`config.mk`:
```
export PLATFORM = sky130hd
export DESIGN_NAME = instruction_fetch
export DESIGN_NICKNAME = d
export VERILOG_FILES = /design/src/rtl/instruction_fetch.sv
export SDC_FILE = /design/constraint.sdc
export NUM_CORES = 1
export LEC_CHECK = 0
export CAP_MARGIN = 15
export CELL_PAD_IN_SITES_DETAIL_PLACEMENT = 0
export CELL_PAD_IN_SITES_GLOBAL_PLACEMENT = 1
export CORE_MARGIN = 5
export CORE_UTILIZATION = 41
export DETAILED_ROUTE_END_ITERATION = 8
export GPL_TIMING_DRIVEN = 0
export PLACE_DENSITY_LB_ADDON = 0.12
export REMOVE_ABC_BUFFERS = 1
export SYNTH_ARGS = -nofsm -noshare
export SYNTH_HDL_FRONTEND = slang
export SYNTH_SLANG_ARGS = --single-unit
```
`constraint.sdc`:
```
create_clock -name clk -period 5.15 [get_ports clk]
set_clock_uncertainty 0.2 [all_clocks]
set_input_delay 0.7725 -clock clk [delete_from_list [all_inputs] [get_ports clk]]
set_output_delay 0.7725 -clock clk [all_outputs]
set_load 0.02 [all_outputs]
```
`src/rtl/instruction_fetch.sv`:
```
// IF stage: PC, imem req/ready port, one-entry skid buffer, redirect flush.
// Define FETCH_ALIGN_CHECK_EN to trap misaligned redirect targets.
module instruction_fetch #(
  parameter int                ADDR_W   = 32,
  parameter logic [ADDR_W-1:0] RESET_PC = '0
) (
  input  logic              clk,
  input  logic              reset,
  output logic              imem_req,
  output logic [ADDR_W-1:0] imem_addr,
  input  logic              imem_ready,
  input  logic [31:0]       imem_rdata,
  input  logic              stall,
  input  logic              redirect,
  input  logic [ADDR_W-1:0] redirect_target,
  output logic [31:0]       next_instruction,
  output logic [ADDR_W-1:0] supposed_next_address,
  output logic              fetch_valid,
  output logic              fetch_misaligned
);

  typedef enum logic [1:0] {
    IDLE,
    FETCH,
    SKID
  } state_t;

  state_t            state, state_n;
  logic [ADDR_W-1:0] pc, pc_n, pc_inc, tgt;
  logic [31:0]       skid_instr;
  logic [ADDR_W-1:0] skid_pc4;
  logic              valid_n;
  logic              load_out, load_skid, from_skid;
  logic              halt, bad;

  assign pc_inc    = pc + ADDR_W'(4);
  assign imem_addr = pc;

`ifdef FETCH_ALIGN_CHECK_EN
  assign tgt = redirect_target;
  assign bad = |redirect_target[1:0];

  always_ff @(posedge clk or negedge reset) begin
    if (!reset) halt <= 1'b0;
    else if (redirect && bad) halt <= 1'b1;
  end

  assign fetch_misaligned = halt;
`else
  assign tgt = redirect_target & ~ADDR_W'(3);
  assign bad = 1'b0;
  assign halt = 1'b0;
  assign fetch_misaligned = 1'b0;
`endif

  always_comb begin
    state_n   = state;
    pc_n      = pc;
    valid_n   = fetch_valid & stall;
    load_out  = 1'b0;
    load_skid = 1'b0;
    from_skid = 1'b0;
    imem_req  = (state == FETCH);
    if (halt) begin
      valid_n = 1'b0;
      state_n = IDLE;
    end else if (redirect) begin
      // same-cycle response is dropped; skid contents die with the state change
      pc_n    = tgt;
      valid_n = 1'b0;
      state_n = bad ? IDLE : FETCH;
    end else begin
      unique case (state)
        IDLE: state_n = FETCH;
        FETCH: begin
          if (imem_ready) begin
            pc_n = pc_inc;
            if (!fetch_valid || !stall) begin
              load_out = 1'b1;
              valid_n  = 1'b1;
            end else begin
              load_skid = 1'b1;
              state_n   = SKID;
            end
          end
        end
        SKID: begin
          if (!stall) begin
            load_out  = 1'b1;
            from_skid = 1'b1;
            valid_n   = 1'b1;
            state_n   = FETCH;
          end
        end
        default: state_n = IDLE;
      endcase
    end
  end

  always_ff @(posedge clk or negedge reset) begin
    if (!reset) begin
      state                 <= IDLE;
      pc                    <= RESET_PC;
      fetch_valid           <= 1'b0;
      next_instruction      <= '0;
      supposed_next_address <= '0;
      skid_instr            <= '0;
      skid_pc4              <= '0;
    end else begin
      state       <= state_n;
      pc          <= pc_n;
      fetch_valid <= valid_n;
      if (load_out) begin
        next_instruction      <= from_skid ? skid_instr : imem_rdata;
        supposed_next_address <= from_skid ? skid_pc4 : pc_inc;
      end
      if (load_skid) begin
        skid_instr <= imem_rdata;
        skid_pc4   <= pc_inc;
      end
    end
  end

endmodule
```
==> results.tsv <==
stage	metric	value	unit
run_status	status	completed	
global_route	initial antenna violation count	0	
worst_setup_path	critical path startpoint category	input port	
die	die width	146	um
yosys	post-synthesis cell count	882	
clocking	H-tree levels	4	
clocking	CTS Buffer Depth	2	
clocking	CTS Hold Buffers Added	0	
clocking	TritonCTS Sinks	157	
die	die area	21400	um^2
pwr	switching share of total power	0.350	
worst_setup_path	CP startpoint	imem_ready	
worst_setup_path	CP required	5.28	ns
layout	Multi-input gate area	3410	um^2
yosys	Primary FF master, synth	dfrtp_1	
global_route	gr usage total	0.196	
place	DP Worst Slack	1.19	ns
die	core area	18100	um^2
routing	DRT Pass-1 Iters	5	
pwr	total chip power	4.94	mW
worst_setup_path	setup slack, reg-to-reg	1.73	ns
routing	overall routed net length	20500	um
global_route	gr ovfl total	0	
yosys	synthesized flop and latch total	157	
worst_setup_path	reg2reg end	next_instruction[18]	
yosys	ys async rst share	1.00	
layout	share of cells above drive strength 1	0.0633	
place	gp weighted congestion	0.770	
pwr	combinational share of power	0.353	
yosys	syn avg cell area	8.64	um^2
timing	actual slew at the worst max-slew pin	1.13	ns
routing	DR WL/cell	16.3	um
clocking	CTS buffer count	17	
worst_setup_path	Critical R2R Launch	state[1]	
worst_setup_path	worst-path fanout max	18	
yosys	post-synthesis sequential area ratio	0.515	
worst_setup_path	Setup CP Type	input port to flip-flop	
layout	Reg area	3930	um^2
yosys	Yosys warnings	0	
timing	Final Hold Viols	0	
clocking	Clock Latency Late Sink	0.42	ns
yosys	Synth Cell Area	7620	um^2
pwr	Leak Pwr	4.34	nW
place	dpl hpwl	13700	um
job	Max Cap Viol	0	
pwr	Internal Dissipation	3.21	mW
timing	final setup fails	0	
routing	Via density	5.06	
place	Inst Count DP	1224	
clocking	Reg clk slew, reported paths	0.07	ns
layout	commonest non-fill, non-tap cell in the layout	nand2_1	
layout	final core occ	0.553	
timing	Slew Viols, Final	0	
worst_setup_path	CP endpoint kind	flip-flop	
yosys	Post-synth EDFFs	0	
routing	DRT iter0 DRCs	329	
pwr	clock power share	0.254	
timing	RSZ-0062 raised after global routing	false	
hold_path	HP Class	input port to async pin	
timing	Final WS setup	1.69	ns
layout	non-filler instance count after layout	1256	
layout	final-layout fill cell count	1669	
die	Initial Utilization	0.420	
routing	Vias	6357	
place	number of I/O port buffers	160	
clocking	cts repair resizes	0	
timing	fin crit period	3.46	ns
die	Site Rows	49	
pwr	PwrDens	491	nW/um^2
timing	f_max	289	MHz
timing	final period utilization	0.672	
layout	Area Overhead vs Synth	31.7	%
die	DIE HEIGHT	146	um
layout	most frequent cells in the layout	nand2_1 (267), clkdlybuf4s50_1 (158), dfrtp_1 (157)	
clocking	setup bufs post-CTS	0	
global_route	vias in the first global route	6368	
timing	Slew HR	0.244	
layout	# nets final	1089	
die	num ports	168	
routing	DRC violations left	0	
routing	Routed Antenna Nets	0	
global_route	largest net degree at the start of global routing	104	
worst_setup_path	r2r worst-path depth	10	
pwr	Sequential Power Share	0.393	
yosys	synth unique cells	50	
pwr	Max rail drop VDD	340	uV
clocking	Root Buffer	clkbuf_16	
worst_setup_path	end of the critical path	next_instruction[18]	
global_route	first-pass GRT wire length	34400	um
timing	Sum Neg Setup Slack	0	ns
clocking	CTS tree	done	
layout	ant diodes	0	
worst_setup_path	crit path DAT	3.59	ns
pwr	NetSw	1.73	mW
-- cell families (layout without fill, tap and decap cells) --
logic type                 count (synthesis)  count (layout)  synth area share
AOI/OAI and AO/OA                        160             160             0.126
xor gates and xnor gates                  45              45            0.0517
adders and majority gates                  6               6           0.00985
buffers and inverters                     73             214            0.0410
DFF                                      157             157             0.515
muxes                                      4               4           0.00574
other                                      1               5          0.000492
and+or+nand+nor                          436             436             0.250
-- final cells by class --
type,count,area share
Clock buffer,20,0.0445
Clock inverter,12,0.0137
Inverter,9,0.00336
Multi-Input combinational cell,656,0.340
Sequential cell,157,0.391
Tap cell,229,0.0285
Timing Repair Buffer,173,0.179
-- worst max-delay path, cell delays in order --
cell and delay, ns:
clkdlybuf4s50_1 0.50, and2_1 0.60, nand2b_1 0.22, a2111oi_4 0.66, buf_8 0.24, buf_6 0.19
buf_6 0.19, nor2_1 0.05, a31oi_1 0.14
-- cell usage after synthesis (all sizes together) (3+ instances only) --
cell type / count / area share
or3: 3 / 0.0025
buf: 15 / 0.012
ha: 6 / 0.0098
clkbuf: 49 / 0.024
and3: 6 / 0.0049
and2: 5 / 0.0041
a21o: 6 / 0.0059
xor2: 14 / 0.016
inv: 9 / 0.0044
nand3: 19 / 0.013
o31a: 4 / 0.0046
nor2: 68 / 0.033
mux2: 3 / 0.0044
a21boi: 3 / 0.0030
xnor2: 31 / 0.036
a31oi: 37 / 0.030
nor3: 24 / 0.016
a211oi: 5 / 0.0049
nand2b: 4 / 0.0033
dfrtp: 157 / 0.52
nand4: 14 / 0.012
nor4: 17 / 0.020
o21ai: 83 / 0.054
nand2: 268 / 0.13
a21oi: 9 / 0.0059
o211ai: 4 / 0.0039
-- per-layer routing --
| layer | track usage | routed length, um |
|---|---|---|
| met1 | 0.280 | 10000 |
| met5 | 0 | 0 |
| met4 | 0.0381 | 144 |
| met3 | 0.0372 | 883 |
| met2 | 0.316 | 9420 |
-- power groups by stage --
stage               Clock [mW]  Combinational (mW)  Sequential, mW
floorplan                    0               0.622            2.24
global placement             0                1.73            1.96
detailed placement           0                1.76            1.96
CTS                       1.28                1.77            1.95
global route              1.34                1.92            2.01
finish                    1.26                1.74            1.94
-- worst min path at each step --
stage               depth (start not counted)                    to
finish                                      1  next_instruction[28]
global route                                1  next_instruction[28]
CTS                                         1  next_instruction[28]
detailed placement                          2          skid_pc4[23]
global placement                            2          skid_pc4[19]
floorplan                                   2          skid_pc4[11]
-- through the flow --
stage / instance area [um^2] / hold slack, ns
after floorplan: 7360 / 0.241
after global placement: 9250 / 0.254
after detailed placement: 9460 / 0.258
after CTS: 10000 / 0.0714
after global routing: 10000 / 0.0807
final: 10000 / 0.0532
-- state kept, by name, indices dropped and copies added, names as in the netlist --
name and count:
skid_pc4 30, fetch_valid 1, next_instruction 32, skid_instr 32
supposed_next_address 30, imem_addr 30, state 2
(Power assumes the default switching activity.)
